## config.mk

```make
export PLATFORM = sky130hd
export DESIGN_NAME = instr_encoder
export DESIGN_NICKNAME = d
export VERILOG_FILES = /design/src/rtl/instr_encoder_pkg.sv /design/src/rtl/instr_fifo.sv /design/src/rtl/instr_encoder.sv
export SDC_FILE = /design/constraint.sdc
export NUM_CORES = 1
export LEC_CHECK = 0
export CAP_MARGIN = 20
export CELL_PAD_IN_SITES_DETAIL_PLACEMENT = 2
export CELL_PAD_IN_SITES_GLOBAL_PLACEMENT = 2
export CORE_UTILIZATION = 43
export CTS_CLUSTER_SIZE = 25
export DETAILED_ROUTE_END_ITERATION = 8
export PLACE_DENSITY_LB_ADDON = 0.1
export SYNTH_ARGS = -nofsm -noshare
export SYNTH_HDL_FRONTEND = slang
export SYNTH_HIERARCHICAL = 1
export SYNTH_SLANG_ARGS = --single-unit
```

## constraint.sdc

```tcl
create_clock -name CLK -period 3.45 [get_ports CLK]
set_input_delay 1.035 -clock CLK [delete_from_list [all_inputs] [get_ports CLK]]
set_output_delay 1.035 -clock CLK [all_outputs]
set_load 0.005 [all_outputs]
```

## src/rtl/instr_encoder_pkg.sv

```systemverilog
// Shared definitions for the instruction encoder and the control unit:
// mnemonic codes, 8-bit opcode constants, encoded-word field positions
// and the packed layout of an encoded word.
package instr_encoder_pkg;

    // Mnemonic codes presented on IN_OP; 12..15 are illegal.
    typedef enum logic [3:0] {
        MN_LOADI = 4'd0,
        MN_MOV   = 4'd1,
        MN_ADD   = 4'd2,
        MN_SUB   = 4'd3,
        MN_AND   = 4'd4,
        MN_OR    = 4'd5,
        MN_J     = 4'd6,
        MN_BEQ   = 4'd7,
        MN_BNE   = 4'd8,
        MN_SLL   = 4'd9,
        MN_SRL   = 4'd10,
        MN_SRA   = 4'd11
    } mnemonic_e;

    // Opcode byte placed in bits [31:24] of the encoded word.
    localparam logic [7:0] OPC_LOADI = 8'h00;
    localparam logic [7:0] OPC_MOV   = 8'h01;
    localparam logic [7:0] OPC_ADD   = 8'h02;
    localparam logic [7:0] OPC_SUB   = 8'h03;
    localparam logic [7:0] OPC_AND   = 8'h04;
    localparam logic [7:0] OPC_OR    = 8'h05;
    localparam logic [7:0] OPC_J     = 8'h06;
    localparam logic [7:0] OPC_BEQ   = 8'h07;
    localparam logic [7:0] OPC_BNE   = 8'h0A;
    localparam logic [7:0] OPC_SLL   = 8'h0B;
    localparam logic [7:0] OPC_SRL   = 8'h0C;
    localparam logic [7:0] OPC_SRA   = 8'h0D;

    // Field bit positions within the 32-bit encoded word.
    localparam int unsigned INSTR_W  = 32;
    localparam int unsigned OPC_MSB  = 31;
    localparam int unsigned OPC_LSB  = 24;
    localparam int unsigned DST_MSB  = 23;
    localparam int unsigned DST_LSB  = 16;
    localparam int unsigned SRC1_MSB = 15;
    localparam int unsigned SRC1_LSB = 8;
    localparam int unsigned SRC2_MSB = 7;
    localparam int unsigned SRC2_LSB = 0;

    // Encoded word layout, MSB first.
    typedef struct packed {
        logic [7:0] opcode;
        logic [7:0] dest;
        logic [7:0] src1;
        logic [7:0] src2;
    } instr_word_t;

    // Register numbers are zero-extended into 8-bit fields.
    function automatic logic [7:0] zext_reg(input logic [2:0] r);
        return {5'b0, r};
    endfunction

endpackage

```

## src/rtl/instr_fifo.sv

```systemverilog
// Encoded-word buffer: DEPTH-entry circular FIFO of 32-bit words.
// Ports: CLK, RESET (sync, active-high), push_i/wdata_i write the tail,
// pop_i advances the head, rdata_c is the head entry (valid when
// level_o != 0), level_o is the registered occupancy.
module instr_fifo
    import instr_encoder_pkg::*;
#(
    parameter int unsigned DEPTH = 4
) (
    input  logic                       CLK,
    input  logic                       RESET,
    input  logic                       push_i,
    input  logic                       pop_i,
    input  logic [INSTR_W-1:0]         wdata_i,
    output logic [INSTR_W-1:0]         rdata_c,
    output logic [$clog2(DEPTH):0]     level_o
);

    localparam int unsigned PW = $clog2(DEPTH);
    localparam int unsigned LW = PW + 1;

    logic [INSTR_W-1:0] mem_q [DEPTH];
    logic [PW-1:0]      wr_ptr_q, wr_ptr_d;
    logic [PW-1:0]      rd_ptr_q, rd_ptr_d;
    logic [LW-1:0]      level_q, level_d;
    logic               do_push, do_pop;

    // Guard against overflow/underflow even if the caller does not.
    assign do_push = push_i && (level_q < LW'(DEPTH));
    assign do_pop  = pop_i && (level_q != '0);

    // Pointers wrap naturally because DEPTH is a power of two.
    always_comb begin
        wr_ptr_d = wr_ptr_q;
        rd_ptr_d = rd_ptr_q;
        level_d  = level_q;
        if (do_push) wr_ptr_d = wr_ptr_q + PW'(1);
        if (do_pop)  rd_ptr_d = rd_ptr_q + PW'(1);
        case ({do_push, do_pop})
            2'b10:   level_d = level_q + LW'(1);
            2'b01:   level_d = level_q - LW'(1);
            default: level_d = level_q;
        endcase
    end

    always_ff @(posedge CLK) begin
        if (RESET) begin
            wr_ptr_q <= '0;
            rd_ptr_q <= '0;
            level_q  <= '0;
        end else begin
            wr_ptr_q <= wr_ptr_d;
            rd_ptr_q <= rd_ptr_d;
            level_q  <= level_d;
        end
    end

    // Storage needs no reset: the head is only observed when level != 0.
    always_ff @(posedge CLK) begin
        if (do_push && !RESET) mem_q[wr_ptr_q] <= wdata_i;
    end

    assign rdata_c = mem_q[rd_ptr_q];
    assign level_o = level_q;

endmodule

```

## src/rtl/instr_encoder.sv

```systemverilog
// Instruction encoder: turns a mnemonic request into a 32-bit word
// {opcode, dest, src1, src2/imm} and buffers it for the consumer.
// Ports: CLK, RESET (sync, active-high); request side IN_VALID/IN_READY
// with IN_OP, IN_RD, IN_RS1, IN_RS2, IN_IMM; word side OUT_VALID/OUT_READY
// with INSTRUCTION; ILLEGAL pulses one cycle after an illegal request is
// accepted; LEVEL is the buffer occupancy.
module instr_encoder
    import instr_encoder_pkg::*;
#(
    parameter int unsigned DEPTH = 4
) (
    input  logic                   CLK,
    input  logic                   RESET,
    input  logic                   IN_VALID,
    output logic                   IN_READY,
    input  logic [3:0]             IN_OP,
    input  logic [2:0]             IN_RD,
    input  logic [2:0]             IN_RS1,
    input  logic [2:0]             IN_RS2,
    input  logic [7:0]             IN_IMM,
    output logic                   OUT_VALID,
    input  logic                   OUT_READY,
    output logic [31:0]            INSTRUCTION,
    output logic                   ILLEGAL,
    output logic [$clog2(DEPTH):0] LEVEL
);

    localparam int unsigned LW = $clog2(DEPTH) + 1;

    instr_word_t     enc_c;
    logic            legal_c;
    logic            in_fire, push, pop;
    logic [31:0]     head_c;
    logic [LW-1:0]   level;
    logic            illegal_q, illegal_d;

    // Combinational encoding of the presented request.
    always_comb begin
        enc_c   = '0;
        legal_c = 1'b1;
        case (mnemonic_e'(IN_OP))
            MN_LOADI: begin enc_c.opcode = OPC_LOADI; enc_c.dest = zext_reg(IN_RD);
                            enc_c.src2 = IN_IMM; end
            MN_MOV:   begin enc_c.opcode = OPC_MOV;   enc_c.dest = zext_reg(IN_RD);
                            enc_c.src2 = zext_reg(IN_RS2); end
            MN_ADD, MN_SUB, MN_AND, MN_OR: begin
                enc_c.opcode = (IN_OP == MN_ADD) ? OPC_ADD :
                               (IN_OP == MN_SUB) ? OPC_SUB :
                               (IN_OP == MN_AND) ? OPC_AND : OPC_OR;
                enc_c.dest = zext_reg(IN_RD);
                enc_c.src1 = zext_reg(IN_RS1);
                enc_c.src2 = zext_reg(IN_RS2);
            end
            MN_J:     begin enc_c.opcode = OPC_J; enc_c.dest = IN_IMM; end
            MN_BEQ, MN_BNE: begin
                enc_c.opcode = (IN_OP == MN_BEQ) ? OPC_BEQ : OPC_BNE;
                enc_c.dest = IN_IMM;
                enc_c.src1 = zext_reg(IN_RS1);
                enc_c.src2 = zext_reg(IN_RS2);
            end
            MN_SLL, MN_SRL, MN_SRA: begin
                enc_c.opcode = (IN_OP == MN_SLL) ? OPC_SLL :
                               (IN_OP == MN_SRL) ? OPC_SRL : OPC_SRA;
                enc_c.dest = zext_reg(IN_RD);
                enc_c.src1 = zext_reg(IN_RS1);
                enc_c.src2 = IN_IMM;
            end
            default: legal_c = 1'b0;
        endcase
    end

    // Handshakes depend only on registered occupancy.
    assign IN_READY  = (level < LW'(DEPTH));
    assign OUT_VALID = (level != '0);
    assign in_fire   = IN_VALID && IN_READY;
    assign push      = in_fire && legal_c;
    assign pop       = OUT_VALID && OUT_READY;

    instr_fifo #(.DEPTH(DEPTH)) u_fifo (
        .CLK     (CLK),
        .RESET   (RESET),
        .push_i  (push),
        .pop_i   (pop),
        .wdata_i (enc_c),
        .rdata_c (head_c),
        .level_o (level)
    );

    // Illegal requests are consumed but flagged for one cycle.
    assign illegal_d = in_fire && !legal_c;

    always_ff @(posedge CLK) begin
        if (RESET) illegal_q <= 1'b0;
        else       illegal_q <= illegal_d;
    end

    assign ILLEGAL     = illegal_q;
    assign INSTRUCTION = OUT_VALID ? head_c : 32'h0;
    assign LEVEL       = level;

endmodule

```

# --- Word-level counts from Yosys, hierarchy flattened ---
# Memory sizes are Yosys's and may differ from the RTL's. A register that Yosys moved wholly into a read port is not among the register bits.
# Cells that the tools add are included.
word_totals:
  wordCells: 58
  ramBits: 92
  memories: 1
  reg_bits: 8
  input_bits: 25
classes:
  n_mux: 16
  n_reduce_logical: 19
  order_cmp: 1
  add_sub_neg: 4
  n_eq_ne: 13
memory_table:
  columns: ["memory", "words", "width", "rd", "rd_clocked_by_memory_dff", "write_ports", "line_no", "text"]
  rows:
  - ["u_fifo.mem_q", 4, 23, 1, 1, 1, "instr_fifo.sv:22", "logic [INSTR_W-1:0] mem_q [DEPTH];"]
ops:
  columns: ["cell", "count"]
  rows:
  - ["12-bit case mux with 6 select lines", 1]
  - ["32-bit two-way mux", 1]
  - ["4-bit by 3-bit == test with 1-bit output (second input constant)", 4]
  - ["4-bit == test (second input constant)", 4]
  - ["8-bit case mux with 2 select lines", 1]
  - ["3-bit two-way mux", 4]
  - ["12-bit OR reduction", 1]
  - ["9-bit OR reduction", 1]
  - ["4-bit by 2-bit == test with 1-bit output (second input constant)", 2]
  - ["4-bit OR reduction", 2]
  - ["1-bit logical AND", 7]
  - ["7-bit OR reduction", 1]
  - ["3-bit case mux with 2 select lines", 1]
  - ["1-bit two-way mux", 5]
  - ["2-bit by 1-bit adder with 2-bit output (second input constant)", 2]
  - ["4-bit by 1-bit == test with 1-bit output (second input constant)", 1]
  - ["4-bit zero test", 1]
  - ["2-bit two-way mux", 2]
  - ["4-bit two-way mux", 1]
  - ["3-bit by 1-bit adder with 3-bit output (second input constant)", 1]
  - ["3-bit less-than comparator (second input constant)", 1]
  - ["3-bit nonzero test", 1]
  - ["3-bit OR reduction", 1]
  - ["3-bit by 1-bit subtractor with 3-bit output (second input constant)", 1]
  - ["5 further kinds", 6]

# --- Depth between registers and ports, before layout ---
# Gate-level depths: netlist of run 1.
depth:
  ltp_word: 8
  mapped_depth: 11
  depth_no_buf: 11

# --- By module ---
# The synthesis of run 1 kept the hierarchy.
modules_own_cells:
  columns: ["module", "area_each_um2", "cells_per_inst", "instances"]
  rows:
  - ["instr_fifo", 5103.6, 216, 1]
  - ["instr_encoder", 718.2, 113, 1]

# --- Worst setup path before layout of run 1 ---
# OpenSTA, ideal clock, no wires.
synth_timing:
  path_type: "input to register"
  start: "input IN_OP[3]"
  end: "memory u_fifo/mem_q[0][0] in the netlist's numbering (enable)"
  setup_slack_ns: 0.444
  t_arrival_ns: 2.614
  path_stages: 6
  path_buffers: 1
  setup_ns: 0.392
  path_cell_list: "clkbuf_1 > a21oi_1 > nor2b_1 > inv_1 > nor2_1 > and2_1"
synth_via:
  elab_chain_len: 8
  word_cells_on_any_way: 19
synth_rtl:
  columns: ["item", "line_no", "text"]
  rows:
  - ["from (decl)", "instr_encoder.sv:16", "input logic [3:0] IN_OP,"]
  - ["4-bit by 2-bit == test with 1-bit output (tied with other cells)", "instr_encoder.sv:41", "case (mnemonic_e'(IN_OP))"]
  - ["12-bit OR reduction (no line) *", null, null]
  - ["1-bit two-way mux *", "instr_encoder.sv:41", null]
  - ["1-bit logical AND *", "instr_encoder.sv:76", "assign push = in_fire && legal_c;"]
  - ["via push", "instr_encoder.sv:32", "logic in_fire, push, pop;"]
  - ["1-bit logical AND *", "instr_fifo.sv:29", "assign do_push = push_i && (level_q < LW'(DEPTH));"]
  - ["1-bit logical AND *", "instr_fifo.sv:60", "if (do_push && !RESET) mem_q[wr_ptr_q] <= wdata_i;"]
  - ["1-bit two-way mux *", "instr_fifo.sv:60", null]
  - ["1-bit two-way mux (implied by the code) *", "instr_fifo.sv:60", null]
  - ["to (decl)", "instr_fifo.sv:22", null]
# The timed path passes the listed nets; every way through them passes the cells marked *.

==> run summary, run 1 <==
First-pass GRT wire length: 22.0 mm
# IOs: 63
# setup viols final: 0
Adder-Cell Fraction of Synth Area: 1.42%
DRT iter0 DRCs: 150
Unrepaired setup endpoints after global routing: false
DRC Markers: 0
Post-Synth XOR/XNOR Area: 0.752%
First drt pass iteration count: 4
Tmin final: 3.31 ns
Setup tns final: 0 ns
Placement Rows: 42
Outcome: complete, no violations
Most used routing layer: met2
Cts hold-fix bufs: 0
Crit. End Element: output port
Quantity of I/O buffers inserted on ports: 62
Synth area leader: edfxtp_1
CTS tree: yes
Synth Area per Inst: 17.7 µm²
Seq/Total Area, Yosys: 69.5%
Number of global-route vias before repair: 3744
Ys flop type: edfxtp_1
Clk sinks: 138
H-tree depth: 4
Clock tree buffer depth: 2
Clk_lat worst skew: 0.42 ns
Most numerous cell in the Yosys netlist: edfxtp_1
Met3 GRT Util: 5.31%
Worst Tran Pin Value: 0.668 ns
Post-synthesis compound-gate area fraction: 4.32%
Area grow syn2layout: 28.2%
Root buffer cell: clkbuf_16
FF+latch count, synth: 138
Antenna violations before repair: 0
Overall Power: 4600 µW
Synth Cell Area: 0.00582 mm²
Placer congestion estimate: 0.723
Peak supply drop: 0.327 mV
Lkg Pwr: 0.00254 µW
Top post-synthesis cells by count: edfxtp_1, mux4_2, nor2b_1
Tightest Hold Check Type: reg -> reg
Critical path, cell by cell: buf_12 -> mux4_2 -> and2b_1 -> clkdlybuf4s50_1
Post-Route WL: 14.0 mm
WL per Instance: 22.2 µm
Diode count: 0
Fmax: 0.302 GHz
Finished Layout Cells: 630
Synth top area share: 66.0%
Largest family of logic cells by synthesized area: multiplexers
Post-Syn Instances: 329
Resized cells post-CTS: 1
DIE HEIGHT: 118 µm
M2 GR Usage: 40.3%
Grt total ovfl: 0
Final nets: 472
Simple-gate share of the synthesized area: 8.30%
Critical-path top delay cell: mux4_2
Max Slew Vio Count: 0
DP Worst Slack: 0.178 ns
Pwr/cell area: 617 mW/mm²
GR Layer Usage met1: 25.0%
Critical Path Fanout Max: 16
CTS Buf Count: 17
Initial Util: 44.0%
Worst setup SP type: register
Total global-route track usage: 22.1%
Via count: 3282
Largest net degree at the start of global routing: 35
Post-synth EDFFs: 128
Core area: 0.0132 mm²
Post-synthesis mux area share: 12.5%
Max_slew headroom: 55.1%
Worst Skew: 0.00740 ns
DP Wirelength: 8.75 mm
Arrival @ worst endpoint: 2.28 ns
Crit path required time: 2.41 ns
Worst setup path class: reg -> out
Share of layout cells above drive strength 1: 17.4%
Crit-path leading delay family: buffers and inverters
Top post-synthesis cells by area: edfxtp_1, mux4_2, dfxtp_1, nor2b_1, and2_1
Dpl cells: 598
Via-to-Cell Ratio: 5.21
Netlist cell types: 40
Setup Fix Bufs, Post-CTS: 0
Asr flop ratio synth: 0%
Post-route ant nets: 0
Warnings, synthesis: 6
Final Hold Viols: 0
Max incr delay on CP: 0.53 ns
Post-route clock period utilization: 96.0%
Die X: 118 µm
Buffer and inverter count on the worst path: 2
CTS clk-pin slew, worst paths: 0.06 ns
Final WS setup: 0.136 ns
# Max-Cap Violations: 0
Die ar.: 0.0140 mm²
==> registers in the layout, summed over array words and instances (netlist names), named ones only <==
signal and cells:
u_fifo/wr_ptr_q 2, u_fifo/rd_ptr_q 2, ILLEGAL 1, u_fifo/level_o 3, u_fifo/mem_q 128
==> layer usage <==
layer / wire length (µm) / vias to the layer above
met2: 7740 / 82
met4: 174 / 0
met3: 553 / 15
met5: 0 / -
li1: - / 1465
met1: 5500 / 1720
==> placed cells by master (no fill, tap or decap), types with 2 or more instances in the layout <==
cell and n:
clkdlybuf4s50_1 62, o22ai_1 3, xor2_1 3, inv_1 13, clkinvlp_4 5, o21bai_1 2
bufinv_16 3, or3_1 2, conb_1 36, buf_4 7, and3_1 3, clkinv_4 3
nor2b_1 27, a22oi_1 3, mux4_1 2, o211a_1 3, and2_1 18, clkbuf_16 17
dfxtp_1 9, o32ai_1 3, edfxtp_1 128, xnor2_1 2, clkinv_2 2, buf_12 7
nor2_1 9, o21ai_0 7, mux4_2 30, ha_1 5, a21oi_1 7, and2b_1 10
a221oi_1 3, nand2_1 6
==> cell type report <==
cell class,instances,area [µm²]
Fill cell,1193,5780
Sequential cell,138,4050
Multi-Input combinational cell,195,1730
Timing Repair Buffer,76,813
Clock buffer,17,425
Tap cell,176,220
Clock inverter,15,176
Inverter,13,48.8
==> metrics by stage <==
step	cell area, µm²	hold slack (ns)	util, %
6_report	7460	0.518	56.3
5_1_grt	7460	0.558	56.3
4_1_cts	7460	0.535	56.3
3_5_place_dp	6860	0.528	51.8
3_3_place_gp	6860	0.492	51.8
2_1_floorplan	5950	0.469	-
==> worst min-delay path: stages, from the launching register on <==
cell     delay, ns
dfxtp_1       0.34
nand2_1       0.07
a21oi_1       0.06
==> power breakdown <==
part / switching (µW) / leakage [µW] / internal (µW)
combinational: 364 / 0.00101 / 448
clock: 709 / 0.000279 / 1130
sequential: 43.3 / 0.00126 / 1900
==> logic make-up (layout without fill, tap and decap cells) <==
group,count (synthesis),in the layout
other,1,36
AOI/OAI and AO/OA,36,36
adders and majority gates,6,6
and+or+nand+nor,80,80
xor gates and xnor gates,5,5
buffers and inverters,31,121
DFF,138,138
muxes,32,32
==> worst paths after layout <==
check	from	end	slack (ns)	depth (start not counted)
worst max register to register	u_fifo/level_o[1]$_SDFFE_PP0P_	u_fifo/level_o[2]$_SDFFE_PP0P_	0.85	10
worst min register to register	u_fifo/wr_ptr_q[1]$_SDFFE_PP0P_	u_fifo/wr_ptr_q[1]$_SDFFE_PP0P_	0.52	2
worst min-delay path	u_fifo/wr_ptr_q[1]$_SDFFE_PP0P_	u_fifo/wr_ptr_q[1]$_SDFFE_PP0P_	0.52	2
worst max-delay path	register	INSTRUCTION[31]	0.14	4
(Power assumes the default switching activity.)
==> run 2: changes to the inputs <==
--- a/config.mk
+++ b/config.mk
@@ -8,7 +8,7 @@
 export CAP_MARGIN = 20
 export CELL_PAD_IN_SITES_DETAIL_PLACEMENT = 2
 export CELL_PAD_IN_SITES_GLOBAL_PLACEMENT = 2
-export CORE_UTILIZATION = 43
+export CORE_UTILIZATION = 40
 export CTS_CLUSTER_SIZE = 25
 export DETAILED_ROUTE_END_ITERATION = 8
 export PLACE_DENSITY_LB_ADDON = 0.1
==> run 2 against run 1 <==
Net effect:
- register-to-register slack got worse by 0.08 ns
- sequential cell count did not move
- total power fell by 2.1%
- combinational power is 1% lower
- first-iteration DRC count increased by 37%
- via count shrank 0.40%
- count of clock-buffer cells in the layout is 2 higher
- critical endpoint is now INSTRUCTION[26]
- largest cell class unchanged
- largest power group unchanged
==> run summary, run 2 (synthesized netlist as in run 1, its figures left out) <==
Clock tree buffer depth: 2 (unchanged)
Unrepaired setup endpoints after global routing: false (unchanged)
Crit-path leading delay family: buffers and inverters (unchanged)
Number of global-route vias before repair: 3713 (was 3744)
Peak supply drop: 0.369 mV (was 0.327 mV)
Setup Fix Bufs, Post-CTS: 0 (unchanged)
Reg-to-reg slack, setup: 0.77 ns (was 0.85 ns)
First-pass GRT wire length: 21.5 mm (was 22.0 mm)
Buffer and inverter count on the worst path: 2 (unchanged)
Final Hold Viols: 0 (unchanged)
Antenna violations before repair: 0 (unchanged)
Max reg flops: 128 (unchanged)
First drt pass iteration count: 6 (was 4)
Hold Crit Start: u_fifo/wr_ptr_q[1]$_SDFFE_PP0P_ (unchanged)
Total global-route track usage: 20.4% (was 22.1%)
Crit path required time: 2.41 ns (about the same)
Commonest non-fill, non-tap cell in the layout: edfxtp_1 (unchanged)
CTS Buf Count: 17 (unchanged)
Clk_lat worst skew: 0.40 ns (was 0.42 ns)
Diode count: 0 (unchanged)
Worst Tran Pin Value: 0.630 ns (was 0.668 ns)
Tmin final: 3.28 ns (was 3.31 ns)
Via count: 3269 (was 3282)
R2r worst-path depth: 10 (unchanged)
Initial Util: 41.5% (was 44.0%)
Pwr/cell area: 607 mW/mm² (was 617 mW/mm²)
Worst Skew: 0.00645 ns (was 0.00740 ns)
Root buffer cell: clkbuf_16 (unchanged)
Launching point of the worst reg2reg path: u_fifo/level_o[1]$_SDFFE_PP0P_ (unchanged)
Largest net degree at the start of global routing: 35 (unchanged)
Critical-path top delay cell: mux4_1 (was mux4_2)
Placement Rows: 43 (was 42)
Arrival @ worst endpoint: 2.25 ns (was 2.28 ns)
Outcome: complete, no violations (unchanged)
DP Wirelength: 8.59 mm (was 8.75 mm)
Die X: 123 µm (was 118 µm)
Final nets: 473 (was 472)
Core area: 0.0140 mm² (was 0.0132 mm²)
# IOs: 63 (unchanged)
Critical path, cell by cell: buf_12 -> mux4_1 -> and2b_1 -> clkdlybuf4s50_1 (was buf_12 -> mux4_2 -> and2b_1 -> clkdlybuf4s50_1)
Die ar.: 0.0150 mm² (was 0.0140 mm²)
Hold Path End: u_fifo/wr_ptr_q[1]$_SDFFE_PP0P_ (unchanged)
Overall Power: 4500 µW (was 4600 µW)
Finished layout cell area: 0.00742 mm² (was 0.00746 mm²)
Via-to-Cell Ratio: 5.16 (was 5.21)
Worst hold slack: 0.513 ns (was 0.518 ns)
Critical Path Fanout Max: 32 (was 16)
Resized cells post-CTS: 0 (was 1)
Quantity of I/O buffers inserted on ports: 62 (unchanged)
Worst setup SP type: register (unchanged)
H-tree depth: 4 (unchanged)
Fmax: 0.304 GHz (was 0.302 GHz)
# setup viols final: 0 (unchanged)
Crit. End Element: output port (unchanged)
Worst setup path class: reg -> out (unchanged)
Max_slew headroom: 57.6% (was 55.1%)
Post-layout util: 52.9% (was 56.3%)
R2r endpoint: u_fifo/level_o[2]$_SDFFE_PP0P_ (unchanged)
DIE HEIGHT: 123 µm (was 118 µm)
WL per Instance: 21.7 µm (was 22.2 µm)
Largest register by flop count: u_fifo/mem_q (unchanged)
Post-route clock period utilization: 95.2% (was 96.0%)
Post-DP Area: 0.00686 mm² (unchanged)
Area grow syn2layout: 27.5% (was 28.2%)
Max incr delay on CP: 0.61 ns (was 0.53 ns)
Share of layout cells above drive strength 1: 16.1% (was 17.4%)
Post-Route WL: 13.8 mm (was 14.0 mm)
Clk sinks: 138 (unchanged)
Post-route ant nets: 0 (unchanged)
DRT iter0 DRCs: 205 (was 150)
Commonest non-fill, non-tap cells in the layout: edfxtp_1, clkdlybuf4s50_1, conb_1 (unchanged)
# Max-Cap Violations: 0 (unchanged)
Lkg Pwr: 0.00254 µW (about the same)
CTS tree: yes (unchanged)
Hold Path Stages: 2 (unchanged)
Max Slew Vio Count: 0 (unchanged)
DRC Markers: 0 (unchanged)
Cts hold-fix bufs: 0 (unchanged)
Setup tns final: 0 ns (unchanged)
CTS clk-pin slew, worst paths: 0.05 ns (was 0.06 ns)
Grt total ovfl: 0 (unchanged)
Placer congestion estimate: 0.750 (was 0.723)
Tightest Hold Check Type: reg -> reg (unchanged)
run 2: cell types whose count changed in the layout (fill, tap and decap cells not counted):
cell,previous run,this run
dfxtp_2,0,1
clkinvlp_4,5,1
clkbuf_1,0,2
buf_4,7,9
inv_6,1,0
clkinv_1,1,5
dfxtp_4,1,0
clkinv_2,2,3
buf_12,7,6
clkinv_4,3,0
run 2: layout make-up:
| cell class | count | area [µm²] |
|---|---|---|
| multi-input cells | 195 | 1730 |
| fillers | 1294 | 6620 |
| well taps | 180 | 225 |
| inverters | 13 | 48.8 |
| clock buffers | 19 | 433 |
| flip-flops and latches | 138 | 4050 |
| repair buffers | 77 | 808 |
| clock inverters | 12 | 131 |
run 2: worst max path at each step:
stage / cells past startpoint / end / slack [ns] / startpoint
finish: 4 / INSTRUCTION[26] / 0.17 / register
global placement: 10 / u_fifo/level_o[2]$_SDFFE_PP0P_ / 0.27 / IN_OP[3]
floorplan: 6 / u_fifo/mem_q[0][0]$_DFFE_PP_ / 0.44 / IN_OP[3]
global route: 4 / INSTRUCTION[25] / 0.08 / register
CTS: 4 / INSTRUCTION[26] / 0.11 / register
detailed placement: 9 / u_fifo/level_o[2]$_SDFFE_PP0P_ / 0.15 / OUT_READY
run 2: per-stage QoR:
step	std cells	setup WS [ns]
2_1_floorplan	364	0.444
3_3_place_gp	603	0.271
3_5_place_dp	603	0.154
4_1_cts	634	0.105
5_1_grt	634	0.0820
6_report	634	0.166
run 2: worst min-delay path, delay by kind of cell, from the launching register on:
kind            cells  cell delay [ns]
flops               1             0.34
compound gates      1             0.06
simple gates        1             0.07
run 2: where the power goes:
group | internal [µW] | switching, µW | leakage, µW | total [µW]
Combinational | 444 | 359 | 0.00101 | 803
Sequential | 1900 | 33.7 | 0.00125 | 1940
Clock | 1110 | 649 | 0.000274 | 1760
run 2: routing by layer:
metal | vias to the layer above | track usage [%] | wire length, µm
met4 | 0 | 5.95 | 111
met2 | 71 | 36.4 | 7540
li1 | 1469 | - | -
met1 | 1722 | 24.9 | 5710
met3 | 7 | 4.28 | 405
met5 | - | 0 | 0
==> run 3: changes to the inputs <==
--- a/config.mk
+++ b/config.mk
@@ -8,7 +8,7 @@
 export CAP_MARGIN = 20
 export CELL_PAD_IN_SITES_DETAIL_PLACEMENT = 2
 export CELL_PAD_IN_SITES_GLOBAL_PLACEMENT = 2
-export CORE_UTILIZATION = 40
+export CORE_UTILIZATION = 38
 export CTS_CLUSTER_SIZE = 25
 export DETAILED_ROUTE_END_ITERATION = 8
 export PLACE_DENSITY_LB_ADDON = 0.1
==> constraint.sdc (replaced) <==
create_clock -name CLK -period 2.97 [get_ports CLK]
set_input_delay 0.891 -clock CLK [delete_from_list [all_inputs] [get_ports CLK]]
set_output_delay 0.891 -clock CLK [all_outputs]
set_load 0.005 [all_outputs]
==> run 3 against run 2 <==
Net effect:
- the flow now finishes with violations (setup timing)
- final cell count increased by 3.8%
- core utilization down 0.79 points
- count of clock-buffer cells in the layout decreased by 1
- global-route usage decreased by 0.53 points
- critical endpoint unchanged
==> run summary, run 3 (synthesized netlist as in run 1, its figures left out) <==
Outcome: finished with violations (was complete, no violations)
Violated checks: setup timing
Initial Util: 39.5% (was 41.5%)
Tmin final: 2.99 ns
Via count: 3342 (was 3269)
Unrepaired setup endpoints after global routing: true (was false)
# IOs: 63 (unchanged)
Post-DP Area: 0.00696 mm² (was 0.00686 mm²)
Crit-path leading delay family: multiplexers (was buffers and inverters)
Critical-path top delay cell: mux4_1 (unchanged)
Tightest Hold Check Type: reg -> reg (unchanged)
Max reg flops: 128 (unchanged)
Max Slew Vio Count: 0 (unchanged)
Number of global-route vias before repair: 3668 (was 3713)
Largest net degree at the start of global routing: 33 (was 35)
DP Wirelength: 8.75 mm (was 8.59 mm)
Buffer and inverter count on the worst path: 1 (was 2)
# Max-Cap Violations: 0 (unchanged)
CTS clk-pin slew, worst paths: 0.06 ns (was 0.05 ns)
Clk sinks: 138 (unchanged)
Lkg Pwr: 0.00283 µW (was 0.00254 µW)
Crit. End Element: output port (unchanged)
H-tree depth: 4 (unchanged)
Setup tns final: -0.0153 ns (was 0 ns)
Crit path required time: 2.08 ns (was 2.41 ns)
Worst Tran Pin Value: 0.553 ns (was 0.630 ns)
Fmax: 0.335 GHz
Clk_lat worst skew: 0.42 ns (was 0.40 ns)
Peak supply drop: 0.370 mV (was 0.369 mV)
Commonest non-fill, non-tap cell in the layout: edfxtp_1 (unchanged)
Post-Route WL: 14.7 mm (was 13.8 mm)
Diode count: 0 (unchanged)
Critical Path Fanout Max: 6 (was 32)
Total global-route track usage: 19.9% (was 20.4%)
Placement Rows: 44 (was 43)
Placer congestion estimate: 0.739 (was 0.750)
Arrival @ worst endpoint: 2.09 ns (was 2.25 ns)
Antenna violations before repair: 0 (unchanged)
Finished Layout Cells: 658 (was 634)
Post-route clock period utilization: 101%
First-pass GRT wire length: 22.6 mm (was 21.5 mm)
Die ar.: 0.0158 mm² (was 0.0150 mm²)
Largest register by flop count: u_fifo/mem_q (unchanged)
WL per Instance: 22.3 µm (was 21.7 µm)
Max_slew headroom: 63.0% (was 57.6%)
Root buffer cell: clkbuf_16 (unchanged)
First drt pass iteration count: 4 (was 6)
# setup viols final: 1 (was 0)
Area grow syn2layout: 32.0% (was 27.5%)
DRC Markers: 0 (unchanged)
CTS tree: yes (unchanged)
Quantity of I/O buffers inserted on ports: 62 (unchanged)
Pwr/cell area: 694 mW/mm² (was 607 mW/mm²)
Worst Skew: 0.00278 ns (was 0.00645 ns)
Max incr delay on CP: 0.64 ns (was 0.61 ns)
Critical path, cell by cell: mux4_1 -> and2b_1 -> clkdlybuf4s50_1 (was buf_12 -> mux4_1 -> and2b_1 -> clkdlybuf4s50_1)
Core area: 0.0148 mm² (was 0.0140 mm²)
Final Hold Viols: 0 (unchanged)
Clock tree buffer depth: 2 (unchanged)
Post-route ant nets: 0 (unchanged)
Dpl cells: 617 (was 603)
Worst setup SP type: register (unchanged)
Final nets: 493 (was 473)
DIE HEIGHT: 126 µm (was 123 µm)
Share of layout cells above drive strength 1: 21.1% (was 16.1%)
Grt total ovfl: 0 (unchanged)
Die X: 126 µm (was 123 µm)
Via-to-Cell Ratio: 5.08 (was 5.16)
CTS Buf Count: 17 (unchanged)
Commonest non-fill, non-tap cells in the layout: edfxtp_1, conb_1, clkdlybuf4s50_1 (was edfxtp_1, clkdlybuf4s50_1, conb_1)
Finished layout cell area: 0.00768 mm² (was 0.00742 mm²)
DRT iter0 DRCs: 185 (was 205)
Final WS setup: -0.0153 ns (was 0.166 ns)
Worst setup path class: reg -> out (unchanged)
[run 3: cell count changes in the layout (fill, tap and decap cells not counted), sizes merged]
| cell | previous run | this run |
|---|---|---|
| dlygate4sd2 | 0 | 11 |
| dlymetal6s2s | 0 | 6 |
| clkbuf | 19 | 21 |
| clkinvlp | 1 | 3 |
| clkdlybuf4s50 | 62 | 32 |
| clkinv | 8 | 7 |
| clkdlybuf4s15 | 0 | 12 |
| buf | 15 | 33 |
[run 3: metrics by stage]
stage	worst slack, ns	hold WS (ns)	util [%]	power, µW
2_1_floorplan	0.108	0.469	-	2750
3_3_place_gp	-0.0486	0.493	47.2	3240
3_5_place_dp	-0.121	0.530	47.2	3260
4_1_cts	-0.108	0.553	51.0	5340
5_1_grt	-0.0586	0.583	52.1	5540
6_report	-0.0153	0.544	52.1	5330
[run 3: final timing paths]
| path | start | slack (ns) | cells after the start | end |
|---|---|---|---|---|
| hold reg to reg | u_fifo/wr_ptr_q[1]$_SDFFE_PP0P_ | 0.54 | 2 | u_fifo/wr_ptr_q[1]$_SDFFE_PP0P_ |
| setup / recovery | register | -0.02 | 3 | INSTRUCTION[26] |
| hold / removal | u_fifo/wr_ptr_q[1]$_SDFFE_PP0P_ | 0.54 | 2 | u_fifo/wr_ptr_q[1]$_SDFFE_PP0P_ |
| setup reg to reg | u_fifo/level_o[2]$_SDFFE_PP0P_ | 0.60 | 11 | u_fifo/level_o[2]$_SDFFE_PP0P_ |
[run 3: layout make-up]
cell class | instances | area, µm²
Fill cell | 1366 | 7070
Sequential cell | 138 | 4050
Multi-Input combinational cell | 195 | 1740
Timing Repair Buffer | 97 | 1030
Clock buffer | 18 | 429
Tap cell | 184 | 230
Clock inverter | 13 | 154
Inverter | 13 | 48.8
[run 3: where the power goes]
part / switching, µW / internal (µW) / total, µW
clock network: 801 / 1310 / 2110
registers: 48.7 / 2210 / 2260
logic: 434 / 531 / 965
[run 3: worst register-to-register path: cells and delay by family (launching register included)]
kind / cells / cell delay (ns)
and+or+nand+nor: 3 / 0.56
adders and majority gates: 2 / 0.59
xor gates and xnor gates: 1 / 0.16
buffers and inverters: 3 / 0.27
AOI/OAI and AO/OA: 2 / 0.21
DFF: 1 / 0.51
[run 3: layer usage]
layer | track usage [%] | wire length (µm)
met1 | 25.1 | 6350
met2 | 34.2 | 7610
met3 | 3.87 | 503
met4 | 7.23 | 191
met5 | 0 | 0
[run 3: repair_timing]
action,in CTS,in global routing
endpoints found under the setup margin,32,13
gates cloned,0,2
setup buffers,1,7
resized for setup,26,25
hold buffers,0,0
